===== config.mk =====
export PLATFORM = sky130hd
export DESIGN_NAME = sample_widen
export DESIGN_NICKNAME = d
export VERILOG_FILES = /design/src/rtl/sample_widen.sv
export SDC_FILE = /design/constraint.sdc
export NUM_CORES = 1
export LEC_CHECK = 0
export CAP_MARGIN = 10
export CORE_MARGIN = 8
export CORE_UTILIZATION = 52
export CTS_CLUSTER_DIAMETER = 80
export CTS_CLUSTER_SIZE = 30
export DETAILED_ROUTE_END_ITERATION = 16
export MAX_ROUTING_LAYER = met4
export PLACE_DENSITY = 0.79
export SLEW_MARGIN = 20
export SYNTH_ARGS = -nofsm -noshare
export SYNTH_HDL_FRONTEND = slang
export SYNTH_SLANG_ARGS = --single-unit
export TNS_END_PERCENT = 50

===== constraint.sdc =====
create_clock -name clk -period 2.8 [get_ports clk]
set_input_delay 0.56 -clock clk [delete_from_list [all_inputs] [get_ports clk]]
set_output_delay 0.56 -clock clk [all_outputs]
set_load 0.02 [all_outputs]

===== src/rtl/sample_widen.sv =====
// sample_widen: widens signed samples to accumulator format through a show-ahead FIFO with frame tagging.
// Optional DC_REMOVE_EN: subtract a leaky-integrator DC estimate from each stored sample.
`default_nettype none

module sample_widen #(
    parameter int IN_W      = 16,
    parameter int OUT_W     = 32,
    parameter int SHIFT     = 8,
    parameter int DEPTH     = 4,
    parameter int FRAME_LEN = 32,
    parameter int DC_K      = 6
) (
    input  logic                     clk,
    input  logic                     rst,
    input  logic                     en,
    input  logic [IN_W-1:0]          s_data,
    input  logic                     s_valid,
    output logic                     s_ready,
    output logic [OUT_W-1:0]         m_data,
    output logic                     m_valid,
    input  logic                     m_ready,
    output logic                     m_last,
    output logic [$clog2(DEPTH):0]   fill
);

    localparam int AW = $clog2(DEPTH);
    localparam int FW = (FRAME_LEN > 1) ? $clog2(FRAME_LEN) : 1;
    localparam logic [AW:0]   c_full     = (AW+1)'(DEPTH);
    localparam logic [FW-1:0] c_last_idx = FW'(FRAME_LEN - 1);

    logic [OUT_W:0]          r_mem [DEPTH];
    logic [AW-1:0]           r_wr_ptr;
    logic [AW-1:0]           r_rd_ptr;
    logic [AW:0]             r_fill;
    logic [FW-1:0]           r_fidx;

    logic                    w_push;
    logic                    w_pop;
    logic                    w_last_in;
    logic signed [OUT_W-1:0] w_widened;
    logic [OUT_W-1:0]        w_store;

    assign s_ready   = en & ~rst & (r_fill != c_full);
    assign m_valid   = (r_fill != '0);
    assign w_push    = s_valid & s_ready;
    assign w_pop     = m_valid & m_ready;
    assign w_last_in = (r_fidx == c_last_idx);

    assign w_widened = OUT_W'(signed'(s_data)) << SHIFT;

`ifdef DC_REMOVE_EN
    logic signed [OUT_W+DC_K-1:0] r_dc_acc;
    logic signed [OUT_W+DC_K-1:0] w_est;
    logic signed [OUT_W+DC_K-1:0] w_diff;

    // The estimate is taken from the accumulator before this sample's update.
    assign w_est   = r_dc_acc >>> DC_K;
    assign w_diff  = (OUT_W+DC_K)'(w_widened) - w_est;
    assign w_store = w_diff[OUT_W-1:0];

    always_ff @(posedge clk) begin
        if (rst) begin
            r_dc_acc <= '0;
        end else if (w_push) begin
            r_dc_acc <= r_dc_acc + w_diff;
        end
    end
`else
    assign w_store = w_widened;
`endif

    always_ff @(posedge clk) begin
        if (w_push) begin
            r_mem[r_wr_ptr] <= {w_last_in, w_store};
        end
    end

    always_ff @(posedge clk) begin
        if (rst) begin
            r_wr_ptr <= '0;
            r_rd_ptr <= '0;
            r_fill   <= '0;
            r_fidx   <= '0;
        end else begin
            if (w_push) begin
                r_wr_ptr <= r_wr_ptr + 1'b1;
                r_fidx   <= w_last_in ? '0 : r_fidx + 1'b1;
            end
            if (w_pop) begin
                r_rd_ptr <= r_rd_ptr + 1'b1;
            end
            case ({w_push, w_pop})
                2'b10:   r_fill <= r_fill + 1'b1;
                2'b01:   r_fill <= r_fill - 1'b1;
                default: r_fill <= r_fill;
            endcase
        end
    end

    // Stale memory contents are masked so the outputs read zero while empty.
    assign m_data = m_valid ? r_mem[r_rd_ptr][OUT_W-1:0] : '0;
    assign m_last = m_valid & r_mem[r_rd_ptr][OUT_W];
    assign fill   = r_fill;

endmodule

`default_nettype wire


==> flow_summary.html <==
<table>
<tr><th>Metric</th><th>Value</th></tr>
<tr><th colspan="2">Status</th></tr>
<tr><td>Result of the run</td><td>complete, no violations</td></tr>
<tr><th colspan="2">Yosys</th></tr>
<tr><td>Cell Area, Synth</td><td>0.00345 mm²</td></tr>
<tr><td>Sequential cell area fraction in the yosys report</td><td>0.674</td></tr>
<tr><td>Ys async rst share</td><td>0</td></tr>
<tr><td>Flip-flop and latch count after synthesis</td><td>82</td></tr>
<tr><td>Number of distinct library cells after synthesis</td><td>38</td></tr>
<tr><td>Number of enable-type register cells in the synthesized netlist</td><td>68</td></tr>
<tr><td>Most used flip-flop cell after synthesis</td><td>edfxtp_1</td></tr>
<tr><td>Synthesized netlist cell count</td><td>210</td></tr>
<tr><td>Largest area contributor in the synthesized netlist</td><td>edfxtp_1</td></tr>
<tr><td>Average size of a mapped cell</td><td>16.4 µm²</td></tr>
<tr><td>Yosys top cell area share</td><td>0.593</td></tr>
<tr><td>Yosys synthesis warning count</td><td>0</td></tr>
<tr><td>Synth area leaders</td><td>edfxtp_1 59%, mux4_2 11%, dfxtp_1 8.1%</td></tr>
<tr><th colspan="2">Floorplan</th></tr>
<tr><td>Rows</td><td>29</td></tr>
<tr><td># IOs</td><td>59</td></tr>
<tr><td>Die Outline Area</td><td>0.00949 mm²</td></tr>
<tr><td>Effective utilization at floorplan</td><td>0.540</td></tr>
<tr><td>Area of the placeable core</td><td>0.00639 mm²</td></tr>
<tr><td>Vert. Die Dim</td><td>97.4 µm</td></tr>
<tr><td>Die Wd</td><td>97.4 µm</td></tr>
<tr><th colspan="2">Cells and area</th></tr>
<tr><td>Top library cells by usage in the layout, fill and taps aside</td><td>68 x edfxtp_1, 48 x clkdlybuf4s50_1, 17 x mux4_2, 16 x nor2b_1, 15 x buf_4</td></tr>
<tr><td>Final std cell area, no fill</td><td>0.00417 mm²</td></tr>
<tr><td>Number of nets at the end of the flow</td><td>298</td></tr>
<tr><td>Share of cells above drive strength 1</td><td>0.179</td></tr>
<tr><td>Antenna diodes</td><td>0</td></tr>
<tr><td>Area grow syn2layout</td><td>21.1%</td></tr>
<tr><td>Most common cell after layout, fill and taps aside</td><td>edfxtp_1</td></tr>
<tr><td>Post-route core utilization</td><td>0.653</td></tr>
<tr><th colspan="2">Power and ir drop</th></tr>
<tr><td>Pint</td><td>2.21 mW</td></tr>
<tr><td>Fraction of power spent switching nets</td><td>0.310</td></tr>
<tr><td>Reported leakage power</td><td>1.43 nW</td></tr>
<tr><td>Cell area power density</td><td>768 mW/mm²</td></tr>
<tr><td>Final Power</td><td>3.21 mW</td></tr>
<tr><td>Seq pwr share</td><td>0.438</td></tr>
<tr><td>Logic pwr share</td><td>0.347</td></tr>
<tr><td>Peak VDD IR</td><td>0.000438 V</td></tr>
<tr><td>Switching power summed over all nets</td><td>0.994 mW</td></tr>
<tr><td>Clock group share of total power</td><td>0.215</td></tr>
<tr><th colspan="2">STA</th></tr>
<tr><td>Clock period minus final worst setup slack</td><td>2.75 ns</td></tr>
<tr><td>Final hold viol count</td><td>0</td></tr>
<tr><td>Setup repair after global routing missed its margin</td><td>true</td></tr>
<tr><td>Max Fclk</td><td>364 MHz</td></tr>
<tr><td>Final number of setup-violating endpoints</td><td>0</td></tr>
<tr><td>Max-slew violations</td><td>0</td></tr>
<tr><td>Ratio of final minimum period to clock period</td><td>0.981</td></tr>
<tr><td>Max Clock Skew</td><td>0.00635 ns</td></tr>
<tr><th colspan="2">Clock network</th></tr>
<tr><td>TritonCTS Buffers</td><td>9</td></tr>
<tr><td>Clock sink count</td><td>82</td></tr>
<tr><td>Clock Tree Root</td><td>clkbuf_8</td></tr>
<tr><td>Number of setup buffers added after CTS</td><td>0</td></tr>
<tr><td>Longest Clk Path Bufs</td><td>2</td></tr>
<tr><td>Source-to-sink clock delay at the later pin of the worst-skew pair</td><td>0.35 ns</td></tr>
<tr><td>H-tree levels</td><td>3</td></tr>
<tr><td>TritonCTS clock tree</td><td>done</td></tr>
<tr><td>CTS clock-pin slew for the worst setup and hold paths</td><td>0.07 ns</td></tr>
<tr><th colspan="2">Route</th></tr>
<tr><td>Final routed wirelength across all metal layers</td><td>6110 µm</td></tr>
<tr><td>Routed wire per std cell</td><td>17.5 µm</td></tr>
<tr><td>DRC violations left</td><td>0</td></tr>
<tr><td>Detailed-route via count</td><td>1853</td></tr>
<tr><td>Initial detailed-routing violation count</td><td>113</td></tr>
<tr><td>DRT Pass-1 Iters</td><td>4</td></tr>
<tr><td>Number of routed nets with antenna violations</td><td>0</td></tr>
<tr><td>Via density per instance</td><td>5.29</td></tr>
<tr><th colspan="2">Setup path</th></tr>
<tr><td>CP startpoint kind</td><td>flop</td></tr>
<tr><td>Crit path max fanout</td><td>8</td></tr>
<tr><td>Capturing element type of the critical path</td><td>output port</td></tr>
<tr><td>WS Path Type</td><td>flop to output port</td></tr>
<tr><td>Critical path data arrival time</td><td>2.19 ns</td></tr>
<tr><td>Required time reported for the critical path endpoint</td><td>2.24 ns</td></tr>
<tr><th colspan="2">Global routing</th></tr>
<tr><td>Pin count of the biggest net entering global routing</td><td>18</td></tr>
<tr><td>Vias in the first global route</td><td>1976</td></tr>
<tr><td>Global-route wire length before repair</td><td>9920 µm</td></tr>
<tr><td>Overall global routing resource usage</td><td>0.139</td></tr>
<tr><td>Global-route congestion overflow total</td><td>0</td></tr>
<tr><td>Initial antenna violation count</td><td>0</td></tr>
<tr><th colspan="2">Job</th></tr>
<tr><td>Max cap viols</td><td>0</td></tr>
<tr><th colspan="2">Min path</th></tr>
<tr><td>Hold crit path type</td><td>flop to flop</td></tr>
<tr><th colspan="2">Placement</th></tr>
<tr><td>Placed wire-length estimate after detailed placement</td><td>4350 µm</td></tr>
<tr><td>Routability-driven placement congestion ratio</td><td>0.797</td></tr>
<tr><td>PortBufs</td><td>50</td></tr>
<tr><td>Post-Place Cell Area</td><td>0.00402 mm²</td></tr>
</table>
## state kept, by name (all words and copies together), names as in the netlist, named ones only
| signal | count |
|---|---|
| fill | 3 |
| r_mem | 68 |
| r_rd_ptr | 2 |
| r_wr_ptr | 2 |
| r_fidx | 5 |
## worst paths after layout
kind / startpoint / end / slack [ns] / cells after the start
max: flop / m_data[21] / 0.05 / 4
max reg2reg: fill[2] / fill[2] / 0.34 / 9
min reg2reg: r_fidx[4] / r_fidx[4] / 0.49 / 2
min: r_fidx[4] / r_fidx[4] / 0.49 / 2
## power by group through the flow
stage | sequential [mW] | clock, mW | combinational (mW)
2_1_floorplan | 1.43 | 0 | 0.717
3_3_place_gp | 1.43 | 0 | 1.12
3_5_place_dp | 1.43 | 0 | 1.14
4_1_cts | 1.41 | 0.711 | 1.13
5_1_grt | 1.41 | 0.759 | 1.20
6_report | 1.41 | 0.688 | 1.11
## critical path: stages, from the launching register on
cell and delay, ns:
dfxtp_1 0.39, buf_4 0.24, mux4_2 0.51, nor2b_1 0.16
clkdlybuf4s50_1 0.55
## metal layers
layer / global-route usage / share of wire
met5: - / 0
met4: 0.0758 / 0.016
met3: 0.0462 / 0.060
met2: 0.226 / 0.52
met1: 0.146 / 0.41
## metrics by stage
stage / setup WS [ns] / TNS (ns) / instances / hold WS [ns]
final: 0.0530 / 0 / 350 / 0.491
after global routing: -0.0500 / -0.379 / 350 / 0.517
after CTS: 0.000781 / 0 / 350 / 0.494
after detailed placement: 0.209 / 0 / 335 / 0.482
after global placement: 0.275 / 0 / 335 / 0.471
after floorplan: 0.505 / 0 / 217 / 0.447
## layout make-up
class	count	area, µm²
repair buffers	65	614
well taps	77	96.3
inverters	10	37.5
multi-input cells	101	951
clock inverters	4	20.0
fillers	471	2210
flip-flops and latches	82	2320
clock buffers	11	131
## cell usage after synthesis, types with 2 or more instances
library cell and instances:
nand3_1 5, nor2_1 8, dfxtp_1 14, mux4_2 17
and3_1 6, xor2_1 4, buf_4 17, ha_1 7
a21oi_1 6, o311ai_1 2, inv_1 9, o21ai_1 4
edfxtp_1 68, nor2b_1 17, clkbuf_1 3
## cell families (layout without fill, tap and decap cells)
group | Yosys count | in the layout | synth area share
compound gates | 18 | 18 | 0.0330
xor+xnor | 4 | 4 | 0.0102
fa+ha+maj | 8 | 8 | 0.0312
buf+inv | 34 | 90 | 0.0585
flops | 82 | 82 | 0.674
mux | 17 | 17 | 0.111
other cells | 1 | 8 | 0.00109
simple gates | 46 | 46 | 0.0810
## what timing repair did
item | CTS | global route
pin swaps | 0 | 0
gates cloned | 0 | 0
hold buffers | 0 | 0
setup endpoints to repair | 1 | 24
resized for setup | 1 | 2
(Power assumes the default switching activity.)
==> variant 1 (same flow settings) <==
Change the parameter `OUT_W` from 32 to 16.
--- a/src/rtl/sample_widen.sv
+++ b/src/rtl/sample_widen.sv
@@ -5,5 +5,5 @@
 module sample_widen #(
     parameter int IN_W      = 16,
-    parameter int OUT_W     = 32,
+    parameter int OUT_W     = 16,
     parameter int SHIFT     = 8,
     parameter int DEPTH     = 4,
Ports: changed (resized m_data); port bits go from 59 to 43. The function was not compared with the original's and may differ.
==> variant 1 against the original RTL <==
Synthesized cell count fell by 28%. Die area shrank 32%. Largest cell class unchanged. First-iteration DRC count shrank 45%. Final area fell by 37%. Total power is 35% lower. Largest power group unchanged. Fmax up 2.3%. Area after synthesis fell by 37%. Via count decreased by 33%. Worst setup slack improved by 0.062 ns. Wire length down 37%. Sequential cell count is 32 lower.
==> variant 1: results (changes against the original RTL) <==
stage	metric	value	unit	change
outcome	outcome	finished clean		
yosys	Post-synth EDFFs	36		-47%
floorplan	die footprint	6498	sq um	-32%
critical_path	Slowest Stage Delay on Critical Path	0.58	ns	+0.03 ns
clock_tree	Num CTS Buffers	5		-4
critical_path	worst endpoint data arrival time	2.13	ns	-0.06 ns
global_routing	largest net degree at the start of global routing	16		-2
route	met1 wire length	1.552	mm	-37%
yosys	count of unique library cells instantiated by Yosys	32		-16%
critical_path	slowest cell on the critical path	or3b_2		
min_path	Worst Hold Depth	1		-1
route	DR vias	1241		-33%
placement	Post-Place Setup Slack	0.08956	ns	-0.1191 ns
placement	DP Cell Count	224		-33%
global_routing	met1 Track Usage GR	13.29	%	-1.3 points
placement	IO Port Bufs	26		-48%
final_layout	# nets final	210		-30%
yosys	Synth Area in Compound Gates	5.014	%	+1.7 points
min_path	Hold Crit Start	r_fidx[3]		
yosys	register area share after synthesis	62.71	%	-4.7 points
yosys	synthesized area per cell	14.38	sq um	-12%
power_and_ir_drop	Leakage	0.9387	nW	-35%
placement	dpl hpwl	2.740	mm	-37%
final_layout	max FFs per register	36		-47%
route	Vias/cell	5.349		+1.0%
sta	Worst Skew	0.005495	ns	-0.0008576 ns
final_layout	fillers	291		-38%
global_routing	first-pass GRT wire length	6.072	mm	-39%
critical_path	CP delay by family, top	simple AND/OR/NAND/NOR gates		
critical_path	CP endpoint	s_ready		
global_routing	GR Util All Layers	12.71	%	-1.2 points
critical_path	R2R Setup Slk	0.40	ns	+0.06 ns
route	Initial DRC Count	62		-45%
min_path	hold path endpoint	r_fidx[3]		
power_and_ir_drop	Max IR drop VDD	0.0004727	V	+7.9%
sta	setup ws final	0.1145	ns	+0.06151 ns
route	Avg WL per Cell	16.52	um	-5.4%
yosys	post-synthesis mux area share	9.337	%	-1.8 points
yosys	synth top area cells	edfxtp_1, dfxtp_1, mux4_2		
==> variant 1: changes by cell type after synthesis, moves of 2 or more <==
cell | before | now
and2b_1 | 0 | 4
edfxtp_1 | 68 | 36
nor2b_1 | 17 | 5
o311ai_0 | 0 | 2
o21ai_1 | 4 | 0
buf_4 | 17 | 8
mux4_2 | 17 | 9
o311ai_1 | 2 | 0
o21ai_0 | 1 | 5
==> variant 1: layout make-up <==
cell class | count | area, sq um | share of cell area [%]
Multi-Input combinational cell | 85 | 728.2 | 27.85
Clock inverter | 2 | 60.06 | 2.297
Sequential cell | 50 | 1361 | 52.06
Timing Repair Buffer | 29 | 282.8 | 10.81
Inverter | 10 | 37.54 | 1.435
Clock buffer | 6 | 82.58 | 3.158
Tap cell | 50 | 62.56 | 2.392
==> variant 1: report_power, final <==
part,switching (mW),internal (mW)
combinational,0.302,0.299
clock,0.232,0.381
sequential,0.0465,0.825
==> variant 2 (same settings) <==
Made on the original files. The parameter `SHIFT` goes from 8 to 4.
--- a/src/rtl/sample_widen.sv
+++ b/src/rtl/sample_widen.sv
@@ -6,5 +6,5 @@
     parameter int IN_W      = 16,
     parameter int OUT_W     = 32,
-    parameter int SHIFT     = 8,
+    parameter int SHIFT     = 4,
     parameter int DEPTH     = 4,
     parameter int FRAME_LEN = 32,
Behaviour: not the same (a bounded check fails within 4 cycles, from zero or initial values and one cycle with rst high).
==> variant 2 against the original RTL <==
Worst setup slack gained 0.026 ns. Combinational power grew 9%. Final area grew 1.6%. Core utilization grew 1.0 points. Sequential cell count is the same. Global-route usage grew 0.23 points. Cell count grew 0.29%. Wire length grew 2.7%. Area after synthesis shrank 0.15%. Total power grew 6.6%. Critical path type unchanged. Critical endpoint is now m_data[9]. Largest cell class unchanged.
==> variant 2: results (changes against the original RTL) <==
stage	metric	value	unit	change
outcome	outcome	finished clean		
route	Vias/cell	5.299		about the same
placement	GPL Wtd Cong	0.7429		-6.7%
global_routing	vias in the first global route	1983		+0.35%
final_layout	# nets final	298		unchanged
power_and_ir_drop	Leakage	1.472	nW	+2.6%
yosys	register area share after synthesis	67.49	%	+0.098 points
route	max layer used	met4		
min_path	Hold Crit Start	r_fidx[4]		
clock_tree	Max clock buf depth	2		unchanged
placement	IO Port Bufs	54		+8.0%
clock_tree	Clk pin slew, worst setup/hold paths	0.07	ns	about the same
placement	dpl cell area	4038	sq um	+0.50%
final_layout	fillers	441		-6.4%
placement	Post-Place Setup Slack	0.1358	ns	-0.07280 ns
route	drt first pass iters	5		+1
placement	dpl hpwl	4.444	mm	+2.2%
sta	Tcrit/Tclk final	97.18	%	-0.92 points
critical_path	slowest cell on the critical path	clkdlybuf4s50_1		
yosys	Syn Inst Count	210		unchanged
route	Initial DRC Count	118		+4.4%
final_layout	max FFs per register	68		unchanged
yosys	Synth async-reset ratio	0	%	unchanged
final_layout	number of inserted diodes	0		unchanged
global_routing	GR Util All Layers	14.10	%	+0.23 points
global_routing	first-pass GRT wire length	10.07	mm	+1.6%
clock_tree	postcts setup bufs	0		unchanged
yosys	Post-synth top flop	edfxtp_1		
clock_tree	H-tree levels	3		unchanged
sta	Min Hold Slack	0.4911	ns	-0.0003760 ns
critical_path	CP delay by family, top	buffers and inverters		
final_layout	Reg with most FFs	r_mem		
yosys	count of unique library cells instantiated by Yosys	36		-5.3%
power_and_ir_drop	Max IR drop VDD	0.0004912	V	+12%
placement	DP Cell Count	335		unchanged
global_routing	largest net degree at the start of global routing	18		unchanged
yosys	Post-synth EDFFs	68		unchanged
critical_path	CP Max Fanout	9		+1
route	DR vias	1860		+0.38%
route	met2 wire length	3.233	mm	+2.0%
sta	Worst Skew	0.005202	ns	-0.001151 ns
yosys	commonest cells in the synthesized netlist	edfxtp_1, buf_4, mux4_2, nor2b_1, dfxtp_1		
clock_tree	Num CTS Buffers	9		unchanged
critical_path	Slowest Stage Delay on Critical Path	0.54	ns	
route	routed wl met3	423	um	+16%
global_routing	antenna violations before repair	0		unchanged
yosys	synth top area cells	edfxtp_1, mux4_2, dfxtp_1		
critical_path	R2R Setup Slk	0.36	ns	+0.02 ns
final_layout	layout cell share with drive strength beyond 1	18.61	%	+0.66 points
critical_path	worst endpoint data arrival time	2.16	ns	-0.03 ns
route	Avg WL per Cell	17.89	um	+2.4%
clock_tree	clk_lat worst skew	0.34	ns	
route	met1 wire length	2.543	mm	+2.5%
critical_path	crit path kind	flip-flop to primary output		
yosys	Ys Warns	0		unchanged
clock_tree	Clock Tree Root	clkbuf_8		
min_path	worst min path class	flip-flop to flip-flop		
critical_path	R2R Path Start	fill[2]		
variant 2: area by class of cell:
| cell class | count | area share (%) |
|---|---|---|
| inverters | 10 | 0.8857 |
| clock buffers | 10 | 3.012 |
| clock inverters | 6 | 1.358 |
| well taps | 77 | 2.273 |
| repair buffers | 69 | 15.71 |
| flip-flops and latches | 82 | 54.80 |
| multi-input cells | 97 | 21.97 |
variant 2: per-stage QoR:
step / util [%] / TNS, ns
final: 66.36 / 0
after global routing: 66.36 / -0.04967
after CTS: 66.16 / 0
after detailed placement: 63.22 / 0
after global placement: 63.22 / 0
after floorplan: - / 0
variant 2: layer usage:
metal  GRT usage, %  vias to the layer above
li1               -                      886
met1          14.83                      906
met2          22.97                       62
met3          4.765                        6
met4          7.692                        0
met5              -                        -
variant 2: repair_timing:
action | in CTS | in global routing
pin swaps | 0 | 0
endpoints found under the setup margin | 13 | 14
resized for setup | 1 | 4
hold buffers | 0 | 0
variant 2: power by group:
part / internal (mW) / switching, mW
clock: 0.406 / 0.395
sequential: 1.36 / 0.0477
combinational: 0.591 / 0.618
variant 2: cell families after synthesis:
logic type / synth area share, %
flops: 67.49
simple gates: 8.109
buf+inv: 5.854
compound gates: 3.164
mux: 11.13
fa+ha+maj: 3.127
xor+xnor: 1.018
other cells: 0.1090
variant 2: worst reg2reg max path: cells and delay by family (launching register included):
| family | cells | cell delay, ns |
|---|---|---|
| compound gates | 1 | 0.16 |
| xor+xnor | 1 | 0.16 |
| simple gates | 3 | 0.88 |
| buf+inv | 2 | 0.14 |
| fa+ha+maj | 2 | 0.56 |
| flops | 1 | 0.46 |
variant 2: worst paths after layout:
| kind | to | cells past startpoint |
|---|---|---|
| worst max-delay path | m_data[9] | 4 |
| worst min register to register | r_fidx[4] | 2 |
| worst max register to register | fill[2] | 9 |
| worst min-delay path | r_fidx[4] | 2 |
